File: config.mk
export PLATFORM = sky130hd
export DESIGN_NAME = display_mode_loader
export DESIGN_NICKNAME = d
export VERILOG_FILES = /design/src/rtl/display_modes_pkg.sv /design/src/rtl/cfg_serializer.sv /design/src/rtl/display_mode_loader.sv
export SDC_FILE = /design/constraint.sdc
export NUM_CORES = 1
export LEC_CHECK = 0
export BUFFER_PORTS_ARGS = -buffer_cell sky130_fd_sc_hd__buf_2
export CAP_MARGIN = 20
export CORE_ASPECT_RATIO = 1.75
export CORE_MARGIN = 10
export CORE_UTILIZATION = 62
export CTS_BUF_LIST = sky130_fd_sc_hd__clkbuf_16
export DETAILED_ROUTE_END_ITERATION = 10
export PLACE_DENSITY = 0.95
export SYNTH_ARGS = -nofsm -noshare
export SYNTH_HDL_FRONTEND = slang
export SYNTH_HIERARCHICAL = 1
export SYNTH_SLANG_ARGS = --single-unit
File: constraint.sdc
create_clock -name clk -period 7.1 [get_ports clk]
set_input_delay 0.71 -clock clk [delete_from_list [all_inputs] [get_ports clk]]
set_output_delay 0.71 -clock clk [all_outputs]
set_load 0.05 [all_outputs]
File: src/rtl/display_modes_pkg.sv
// -----------------------------------------------------------------------------
// display_modes_pkg
// Shared definitions for the VGA timing-generator configuration loader:
// config word length, field bit positions, mode indices and the three
// built-in timing presets. The presets hold each timing field as its value
// minus 1 because the timing generator counts down through zero. The pulse
// count is stored exactly as listed.
// -----------------------------------------------------------------------------
package display_modes_pkg;

    localparam int CFG_LEN = 75;

    // LSB position of each field inside the 75-bit word (MSB shifted first).
    localparam int POS_PULSE_COUNT = 69;  // [74:69]
    localparam int POS_H_POL       = 68;
    localparam int POS_V_POL       = 67;
    localparam int POS_H_DISPLAY   = 56;  // [66:56]
    localparam int POS_H_FRONT     = 47;  // [55:47]
    localparam int POS_H_SYNC      = 38;  // [46:38]
    localparam int POS_H_BACK      = 29;  // [37:29]
    localparam int POS_V_DISPLAY   = 18;  // [28:18]
    localparam int POS_V_BOTTOM    = 12;  // [17:12]
    localparam int POS_V_SYNC      = 6;   // [11:6]
    localparam int POS_V_TOP       = 0;   // [5:0]

    localparam logic [1:0] MODE_640X480  = 2'd0;
    localparam logic [1:0] MODE_800X600  = 2'd1;
    localparam logic [1:0] MODE_1024X768 = 2'd2;
    localparam logic [1:0] MODE_CUSTOM   = 2'd3;

    typedef logic [CFG_LEN-1:0] cfg_word_t;

    function automatic cfg_word_t pack_timing(
        input logic [5:0]  pulse_count,
        input logic        h_pol,
        input logic        v_pol,
        input logic [10:0] h_display,
        input logic [8:0]  h_front,
        input logic [8:0]  h_sync,
        input logic [8:0]  h_back,
        input logic [10:0] v_display,
        input logic [5:0]  v_bottom,
        input logic [5:0]  v_sync,
        input logic [5:0]  v_top
    );
        cfg_word_t w;
        w = '0;
        w |= cfg_word_t'(pulse_count) << POS_PULSE_COUNT;
        w |= cfg_word_t'(h_pol)       << POS_H_POL;
        w |= cfg_word_t'(v_pol)       << POS_V_POL;
        w |= cfg_word_t'(h_display)   << POS_H_DISPLAY;
        w |= cfg_word_t'(h_front)     << POS_H_FRONT;
        w |= cfg_word_t'(h_sync)      << POS_H_SYNC;
        w |= cfg_word_t'(h_back)      << POS_H_BACK;
        w |= cfg_word_t'(v_display)   << POS_V_DISPLAY;
        w |= cfg_word_t'(v_bottom)    << POS_V_BOTTOM;
        w |= cfg_word_t'(v_sync)      << POS_V_SYNC;
        w |= cfg_word_t'(v_top)       << POS_V_TOP;
        return w;
    endfunction

    localparam cfg_word_t PRESET_640X480 = pack_timing(6'd8, 1'b1, 1'b1,
        11'd639, 9'd15, 9'd95, 9'd47, 11'd479, 6'd9, 6'd1, 6'd32);
    localparam cfg_word_t PRESET_800X600 = pack_timing(6'd8, 1'b0, 1'b0,
        11'd799, 9'd39, 9'd127, 9'd87, 11'd599, 6'd0, 6'd3, 6'd22);
    localparam cfg_word_t PRESET_1024X768 = pack_timing(6'd8, 1'b1, 1'b1,
        11'd1023, 9'd23, 9'd135, 9'd159, 11'd767, 6'd2, 6'd5, 6'd28);

    function automatic cfg_word_t mode_word(input logic [1:0] m, input cfg_word_t custom);
        case (m)
            MODE_640X480:  return PRESET_640X480;
            MODE_800X600:  return PRESET_800X600;
            MODE_1024X768: return PRESET_1024X768;
            default:       return custom;
        endcase
    endfunction

endpackage

File: src/rtl/cfg_serializer.sv
// -----------------------------------------------------------------------------
// cfg_serializer
// Shift register, bit counter and phase timer for the serial config port.
// A start pulse begins a low phase with cfg_data = word MSB. Each cfg_clk
// phase lasts HALF_PERIOD clk cycles. At the end of every high phase the
// register shifts left and the next bit is presented. cfg_data therefore
// only changes when a low phase begins.
// Ports:
//   clk, rst  - clock, asynchronous active-high reset
//   load      - capture word into the shift register
//   word      - config word to capture
//   start     - begin shifting (first low phase starts next cycle)
//   cfg_clk   - serial clock (registered)
//   cfg_data  - serial data (registered)
//   last_bit  - high in the final cycle of the last high phase
// -----------------------------------------------------------------------------
module cfg_serializer #(
    parameter int CFG_LEN     = 75,
    parameter int HALF_PERIOD = 4
) (
    input  logic               clk,
    input  logic               rst,
    input  logic               load,
    input  logic [CFG_LEN-1:0] word,
    input  logic               start,
    output logic               cfg_clk,
    output logic               cfg_data,
    output logic               last_bit
);

    localparam int PW = $clog2(HALF_PERIOD);
    localparam int BW = $clog2(CFG_LEN);

    logic [CFG_LEN-1:0] shreg;
    logic [PW-1:0]      phase_cnt;
    logic [BW-1:0]      bit_cnt;
    logic               active;
    logic               phase_end;

    assign phase_end = active && (phase_cnt == PW'(HALF_PERIOD - 1));
    assign last_bit  = phase_end && cfg_clk && (bit_cnt == BW'(CFG_LEN - 1));

    always_ff @(posedge clk or posedge rst) begin
        if (rst) begin
            shreg     <= '0;
            phase_cnt <= '0;
            bit_cnt   <= '0;
            active    <= 1'b0;
            cfg_clk   <= 1'b0;
            cfg_data  <= 1'b0;
        end else if (load) begin
            shreg <= word;
        end else if (start) begin
            active    <= 1'b1;
            phase_cnt <= '0;
            bit_cnt   <= '0;
            cfg_clk   <= 1'b0;
            cfg_data  <= shreg[CFG_LEN-1];
        end else if (active) begin
            if (phase_end) begin
                phase_cnt <= '0;
                if (!cfg_clk) begin
                    cfg_clk <= 1'b1;
                end else begin
                    cfg_clk <= 1'b0;
                    shreg   <= shreg << 1;
                    if (last_bit) begin
                        active  <= 1'b0;
                        bit_cnt <= '0;
                    end else begin
                        bit_cnt  <= bit_cnt + 1'b1;
                        // Next bit sits one below the MSB until the shift lands.
                        cfg_data <= shreg[CFG_LEN-2];
                    end
                end
            end else begin
                phase_cnt <= phase_cnt + 1'b1;
            end
        end
    end

endmodule

File: src/rtl/display_mode_loader.sv
// -----------------------------------------------------------------------------
// display_mode_loader
// Sequences the VGA timing generator's serial configuration. When a load
// starts, the loader drops en, waits SETTLE cycles, and then shifts the
// 75-bit word MSB-first through cfg_serializer. It waits SETTLE more cycles
// and then re-enables the generator. After reset it loads BOOT_MODE
// automatically. The SHIFT state covers the low and high cfg_clk phases,
// which the serializer times.
// Ports:
//   clk, rst     - clock, asynchronous active-high reset
//   req          - load request, sampled only in IDLE
//   mode_sel     - 0 640x480, 1 800x600, 2 1024x768, 3 custom
//   custom_cfg   - word used for mode 3, captured on acceptance
//   wait_frame   - when the display is enabled, defer the switch to frame_pulse
//   frame_pulse  - frame boundary from the timing generator
//   cfg_clk, cfg_data - serial config port
//   en           - timing generator enable
//   busy         - high from acceptance until done
//   done         - one-cycle pulse as en rises
//   cur_mode     - last successfully loaded mode
// -----------------------------------------------------------------------------
module display_mode_loader #(
    parameter int CFG_LEN     = 75,
    parameter int HALF_PERIOD = 4,
    parameter int SETTLE      = 8,
    parameter int BOOT_MODE   = 0
) (
    input  logic               clk,
    input  logic               rst,
    input  logic               req,
    input  logic [1:0]         mode_sel,
    input  logic [CFG_LEN-1:0] custom_cfg,
    input  logic               wait_frame,
    input  logic               frame_pulse,
    output logic               cfg_clk,
    output logic               cfg_data,
    output logic               en,
    output logic               busy,
    output logic               done,
    output logic [1:0]         cur_mode
);

    import display_modes_pkg::*;

    localparam int SW = $clog2(SETTLE + 1);

    typedef enum logic [2:0] {
        ST_BOOT,
        ST_IDLE,
        ST_WAIT_FRM,
        ST_STOP,
        ST_SHIFT,
        ST_POST,
        ST_ENABLE
    } state_t;

    state_t             state;
    logic [SW-1:0]      settle_cnt;
    logic [1:0]         load_mode;
    logic [1:0]         sel_mode;
    logic [CFG_LEN-1:0] sel_word;
    logic               ser_load;
    logic               ser_start;
    logic               last_bit;
    logic               settle_end;

    always_comb begin
        sel_mode   = (state == ST_BOOT) ? 2'(BOOT_MODE) : mode_sel;
        sel_word   = mode_word(sel_mode, custom_cfg);
        ser_load   = (state == ST_BOOT) || ((state == ST_IDLE) && req);
        settle_end = (settle_cnt == SW'(SETTLE - 1));
        ser_start  = (state == ST_STOP) && settle_end;
    end

    cfg_serializer #(
        .CFG_LEN    (CFG_LEN),
        .HALF_PERIOD(HALF_PERIOD)
    ) u_ser (
        .clk     (clk),
        .rst     (rst),
        .load    (ser_load),
        .word    (sel_word),
        .start   (ser_start),
        .cfg_clk (cfg_clk),
        .cfg_data(cfg_data),
        .last_bit(last_bit)
    );

    always_ff @(posedge clk or posedge rst) begin
        if (rst) begin
            state      <= ST_BOOT;
            settle_cnt <= '0;
            load_mode  <= 2'(BOOT_MODE);
            en         <= 1'b0;
            busy       <= 1'b0;
            done       <= 1'b0;
            cur_mode   <= 2'(BOOT_MODE);
        end else begin
            done <= 1'b0;
            case (state)
                ST_BOOT: begin
                    busy       <= 1'b1;
                    load_mode  <= 2'(BOOT_MODE);
                    settle_cnt <= '0;
                    state      <= ST_STOP;
                end
                ST_IDLE: begin
                    busy <= 1'b0;
                    if (req) begin
                        busy       <= 1'b1;
                        load_mode  <= mode_sel;
                        settle_cnt <= '0;
                        // A frame_pulse arriving with req is not consumed here.
                        if (wait_frame && en) begin
                            state <= ST_WAIT_FRM;
                        end else begin
                            en    <= 1'b0;
                            state <= ST_STOP;
                        end
                    end
                end
                ST_WAIT_FRM: begin
                    if (frame_pulse) begin
                        en    <= 1'b0;
                        state <= ST_STOP;
                    end
                end
                ST_STOP: begin
                    if (settle_end) begin
                        settle_cnt <= '0;
                        state      <= ST_SHIFT;
                    end else begin
                        settle_cnt <= settle_cnt + 1'b1;
                    end
                end
                ST_SHIFT: begin
                    if (last_bit) begin
                        settle_cnt <= '0;
                        state      <= ST_POST;
                    end
                end
                ST_POST: begin
                    if (settle_end) begin
                        settle_cnt <= '0;
                        en         <= 1'b1;
                        done       <= 1'b1;
                        cur_mode   <= load_mode;
                        state      <= ST_ENABLE;
                    end else begin
                        settle_cnt <= settle_cnt + 1'b1;
                    end
                end
                ST_ENABLE: begin
                    busy  <= 1'b0;
                    state <= ST_IDLE;
                end
                default: state <= ST_IDLE;
            endcase
        end
    end

endmodule

==> flow_summary.json, run 1 <==
{
  "grt_use_met1_pct": 21.4,
  "port_buffers": 88,
  "post_cts_resized": 0,
  "regArea_um2": 2530,
  "final_cell_mix": "nand2_1, dfrtp_1, buf_2, mux2i_1, o21ai_1",
  "final_cells": 791,
  "placed_area_um2": 5940,
  "yosys-top-cells-area": "dfrtp_1, mux2i_1, nand2_1",
  "cp-start-kind": "flip-flop",
  "crit_fanout": 75,
  "final_common_cell": "nand2_1",
  "first_iter_violations": 315,
  "dp.cells": 774,
  "grt_pass1_wl_um": 21700,
  "yosys.cell_types.count": 51,
  "cts-root-buf": "clkbuf_16",
  "postCtsSetupBuffers": 0,
  "via_per_inst": 5.70,
  "yosysSeqAreaShare_pct": 45.0,
  "worst_ep_required_time_ns": 7.31,
  "cts_hold_buf": 0,
  "async_flop_share_pct": 100,
  "setup_viol": 0,
  "num_io_pins": 89,
  "fin_nets": 759,
  "status": "finished, final reports clean",
  "dr.pass1.iters": 5,
  "syn_to_final_growth_pct": 10.7,
  "fillers": 637,
  "cap_violations": 0,
  "hp-class": "input port to async pin",
  "busiest_layer": "met2",
  "route.detailed.wl_per_inst_um": 16.3,
  "synth_top_flop_cell": "dfrtp_1",
  "netlist_area_um2": 5620,
  "clkSinkCount": 101,
  "period_minus_slack_ns": 2.91,
  "synth_top_cell_by_area": "dfrtp_1",
  "p_leak_nw": 3.38,
  "worstPathArrival_ns": 3.12,
  "slew_viol_final": 0,
  "dpl.hpwl_um": 8860,
  "worst_pin_slew_ns": 0.817,
  "num_vias": 4507,
  "power.density_nw_per_um2": 338,
  "fin_skew_ns": 0.0132,
  "dieArea_um2": 13400,
  "synthesis.nets": 697,
  "ys_warn_count": 6,
  "drc": 0,
  "ys_ff_latch": 101,
  "hold_viol_final": 0,
  "antenna_cells": 0,
  "die_y_um": 146,
  "met3_usage_pct": 5.62,
  "synth_top_area_share_pct": 45.0,
  "irDropWorstVdd_uv": 238,
  "avgSynthCellArea_um2": 9.25,
  "slew_headroom_pct": 44.8,
  "cts_tree": "yes",
  "clk_pin_slew_ns": 0.07,
  "die_x_um": 92.0,
  "overflow": 0,
  "grt_pass1_vias": 4820,
  "cts_buffers": 9,
  "post-route-period-util_pct": 41.0,
  "p_total_mw": 2.10,
  "clockBufferDepth": 2,
  "finalInstanceArea_um2": 6220,
  "clk_latency_ns": 0.35,
  "fmax_mhz": 344,
  "h-tree-depth": 3,
  "start_util_pct": 63.9,
  "grt_usage_pct": 19.3,
  "wl_um": 12900,
  "ant_nets": 0,
  "crit_path_end_kind": "flip-flop",
  "drive_above_1_share_pct": 17.1,
  "design.core.area_um2": 8780,
  "critical_path_class": "flip-flop to flip-flop",
  "fp-row-count": 45,
  "syn_inst": 607,
  "grt_start_max_net_pins": 96,
  "use_met2_pct": 33.1,
  "tns_ns": 0,
  "rsz0062_at_grt": "no",
  "routabilityCongestion": 0.820,
  "multi_input_area_um2": 2720,
  "synth_edf_count": 0,
  "antenna_found_initial": 0
}
==> flip-flops by register name (all words and copies together) (netlist names), 2 cells and up <==
name and cells:
cur_mode 2, load_mode 2, settle_cnt 4, state 3, u_ser/bit_cnt 7, u_ser/phase_cnt 2, u_ser/shreg 75
==> layer usage <==
layer,routed length (µm),vias up
met2,6770,136
met3,813,32
met1,4930,2180
li1,-,2159
met4,363,0
met5,0,-
==> kinds of logic after synthesis <==
| kind of cell | share of synthesized area [%] |
|---|---|
| compound gates | 11.8 |
| xor+xnor | 1.07 |
| fa+ha+maj | 1.78 |
| buf+inv | 6.79 |
| flops | 45.0 |
| mux | 13.8 |
| simple gates | 19.8 |
==> power breakdown <==
| part | total, mW | internal [mW] | switching (mW) |
|---|---|---|---|
| clock | 0.442 | 0.233 | 0.210 |
| combinational | 0.688 | 0.301 | 0.386 |
| sequential | 0.971 | 0.807 | 0.164 |
| total | 2.10 | 1.34 | 0.760 |
==> cell usage after synthesis, types with 2 or more instances <==
cell type,instances
nand2_1,137
dfrtp_1,101
mux2i_1,75
o21ai_1,49
o21ai_0,39
nand2b_1,31
clkbuf_1,22
inv_1,20
and2_1,19
nor2_1,15
a21oi_1,12
buf_2,8
ha_1,8
nand3_1,8
buf_12,6
buf_6,5
xnor2_1,5
nand4_1,3
nor3_1,3
nor4b_1,3
a211oi_1,2
a21o_1,2
a31oi_1,2
mux2_1,2
nor2b_1,2
nor3b_1,2
o31ai_1,2
==> area by class of cell <==
cell class / instances / area share, %
clock buffer: 9 / 3.62
clock inverter: 7 / 0.563
inverter: 20 / 1.23
multi-input combinational: 444 / 43.7
sequential: 101 / 40.7
tap: 117 / 2.35
timing repair buffer: 93 / 7.89
==> stage by stage <==
step | hold slack [ns] | worst slack (ns) | util, %
floorplan | 0.456 | 4.14 | -
global placement | 0.469 | 4.37 | 67.6
detailed placement | 0.480 | 4.22 | 67.6
CTS | 0.415 | 4.23 | 70.6
global route | 0.433 | 4.05 | 70.8
finish | 0.404 | 4.19 | 70.8
==> critical path, cell delays in order, from the launching register on <==
cell     delay [ns]
dfrtp_1        0.40
ha_1           0.21
and3b_1        0.28
nand2_1        0.15
nor2_1         0.41
inv_1          0.24
nand2_8        0.55
mux2i_1        0.33
o21ai_1        0.11
==> worst paths after layout <==
check | start | end | slack (ns) | cells past startpoint
hold / removal | rst | en$_DFFE_PP0P_ | 0.40 | 2
hold reg to reg | cur_mode[1]$_DFFE_PP0P_ | cur_mode[1]$_DFFE_PP0P_ | 0.49 | 1
max in group asynchronous | rst | u_ser/shreg[71]$_DFFE_PP0P_ | 5.97 | 4
setup reg to reg | settle_cnt[0]$_DFFE_PP0P_ | u_ser/shreg[21]$_DFFE_PP0P_ | 4.19 | 8
min in group clk | cur_mode[1]$_DFFE_PP0P_ | cur_mode[1]$_DFFE_PP0P_ | 0.49 | 1
setup / recovery | settle_cnt[0]$_DFFE_PP0P_ | u_ser/shreg[21]$_DFFE_PP0P_ | 4.19 | 8
Power figures use the tool's default switching activity.
==> run 2: changes to the inputs <==
--- a/config.mk
+++ b/config.mk
@@ -9,10 +9,10 @@
 export CAP_MARGIN = 20
 export CORE_ASPECT_RATIO = 1.75
 export CORE_MARGIN = 10
-export CORE_UTILIZATION = 62
+export CORE_UTILIZATION = 57
 export CTS_BUF_LIST = sky130_fd_sc_hd__clkbuf_16
 export DETAILED_ROUTE_END_ITERATION = 10
-export PLACE_DENSITY = 0.95
+export PLACE_DENSITY = 0.91
 export SYNTH_ARGS = -nofsm -noshare
 export SYNTH_HDL_FRONTEND = slang
 export SYNTH_HIERARCHICAL = 1
==> constraint.sdc (replaced) <==
create_clock -name clk -period 2.8 [get_ports clk]
set_input_delay 0.28 -clock clk [delete_from_list [all_inputs] [get_ports clk]]
set_output_delay 0.28 -clock clk [all_outputs]
set_load 0.05 [all_outputs]
==> run 2 against run 1 <==
  * The run now ends with hold timing left
  * Setup slack got worse by 4.0 ns
  * Clock-buffer cell count did not move
  * Global-route usage fell by 0.65 points
  * Sequential share of layout area fell by 0.96 points
  * Critical path type unchanged
  * Largest cell class unchanged
==> flow_summary.json, run 2 (same netlist as run 1, synthesis figures left out) <==
{
  "reg.largest.list": "u_ser/shreg (75), u_ser/bit_cnt (7), settle_cnt (4)",
  "fp-row-count": 47,
  "die_x_um": 95.0,
  "cts_tree": "yes",
  "clk_latency_ns": 0.34,
  "largest_reg_flops": 75,
  "p_leak_nw": 3.45,
  "fillers": 737,
  "grt_pass1_vias": 4656,
  "worstPathArrival_ns": 2.77,
  "grt_usage_pct": 18.7,
  "route.detailed.wl_per_inst_um": 16.4,
  "fmax_mhz": 389,
  "final_cell_mix": "nand2_1, dfrtp_1, buf_2, mux2i_1, o21ai_1",
  "postCtsSetupBuffers": 0,
  "hold_viol_final": 10,
  "crit_chain": "or3_1 > nand2_1 > inv_1 > ha_2 > nand2b_1 > nand2_1 > nand2_1 > o21ai_0",
  "cap_violations": 0,
  "port_buffers": 88,
  "power.density_nw_per_um2": 873,
  "dpl.hpwl_um": 9520,
  "via_per_inst": 5.59,
  "start_util_pct": 59.0,
  "design.core.area_um2": 9530,
  "status": "finished with violations",
  "crit_path_frequent_cell": "nand2_1",
  "grt_start_max_net_pins": 85,
  "wl_um": 13200,
  "slowest_stage": "dfrtp_1",
  "grt_pass1_wl_um": 21600,
  "ant_nets": 0,
  "period_minus_slack_ns": 2.57,
  "overflow": 0,
  "tns_ns": 0,
  "num_io_pins": 89,
  "reg2reg_depth": 8,
  "rsz0062_at_grt": "no",
  "crit_fanout": 37,
  "clk_pin_slew_ns": 0.07,
  "routabilityCongestion": 0.894,
  "cts_buffers": 9,
  "dieArea_um2": 14400,
  "clockBufferDepth": 2,
  "multi_input_area_um2": 2720,
  "first_iter_violations": 380,
  "dr.pass1.iters": 5,
  "syn_to_final_growth_pct": 13.4,
  "antenna_found_initial": 0,
  "slew_headroom_pct": 49.2,
  "final_common_cell": "nand2_1",
  "clkSinkCount": 101,
  "cp-start-kind": "flip-flop",
  "fin_skew_ns": 0.00575,
  "num_vias": 4496,
  "holdWs_ns": -0.00276,
  "failed_checks": "hold timing",
  "setup_viol": 0,
  "irDropWorstVdd_uv": 659,
  "cts_hold_buf": 0,
  "max_stage_delay_ns": 0.66,
  "antenna_cells": 0,
  "cts-root-buf": "clkbuf_16",
  "die_y_um": 151,
  "h-tree-depth": 3,
  "slew_viol_final": 0,
  "crit_path_end_kind": "flip-flop",
  "largest_register": "u_ser/shreg",
  "post-route-period-util_pct": 91.7,
  "drc": 0,
  "drive_above_1_share_pct": 18.0,
  "hp-class": "input port to async pin",
  "worst_pin_slew_ns": 0.762,
  "post_cts_resized": 0,
  "fin_nets": 767,
  "regArea_um2": 2530,
  "worst_ep_required_time_ns": 3.01,
  "critical_path_class": "flip-flop to flip-flop"
}
[run 2: worst max-delay path, delay by kind of cell, from the launching register on]
kind | cells | cell delay (ns)
AND/OR/NAND/NOR | 5 | 0.95
buffers and inverters | 1 | 0.12
adder cells (fa/ha/maj) | 1 | 0.60
AO/OA/AOI/OAI | 1 | 0.09
flip-flops | 1 | 0.66
[run 2: final timing paths]
check / end / start / slack, ns
worst max-delay path: u_ser/shreg[51]$_DFFE_PP0P_ / state[1]$_DFFE_PP0P_ / 0.23
worst min-delay path: settle_cnt[2]$_DFFE_PP0P_ / rst / -0.003
worst max register to register: u_ser/shreg[51]$_DFFE_PP0P_ / state[1]$_DFFE_PP0P_ / 0.23
worst min register to register: cur_mode[1]$_DFFE_PP0P_ / load_mode[1]$_DFFE_PP0P_ / 0.50
max in group asynchronous: u_ser/shreg[56]$_DFFE_PP0P_ / rst / 2.05
min in group clk: load_mode[1]$_DFFE_PP0P_ / mode_sel[1] / 0.20
[run 2: power by group]
group	switching, mW	internal, mW
registers	0.428	2.05
logic	0.994	0.802
clock network	0.517	0.770
total	1.94	3.62
[run 2: layout make-up]
cell class | count | share of cell area (%)
sequential | 101 | 39.7
inverter | 20 | 1.20
timing repair buffer | 101 | 9.24
multi-input combinational | 444 | 42.7
tap | 122 | 2.40
clock inverter | 7 | 1.28
clock buffer | 9 | 3.54
[run 2: routing by layer]
layer	wire (µm)	share of wire, %	global-route usage [%]	up-vias
li1	-	-	-	2171
met1	5270	40	21.6	2169
met2	6840	52	32.2	130
met3	707	5.4	3.62	26
met4	352	2.7	8.72	0
met5	0	0	0	-
[run 2: metrics by stage]
stage          cell area, µm²  power (mW)  instances  setup WS [ns]  utilization [%]
6_report                 6370        5.56        804          0.232             66.8
4_1_cts                  6370        5.58        804          0.282             66.8
5_1_grt                  6370        5.91        804        0.00164             66.8
3_5_place_dp             6060        4.26        788          0.282             63.6
3_3_place_gp             6060        4.11        788          0.488             63.6
2_1_floorplan            5620        3.85        607          0.270                -
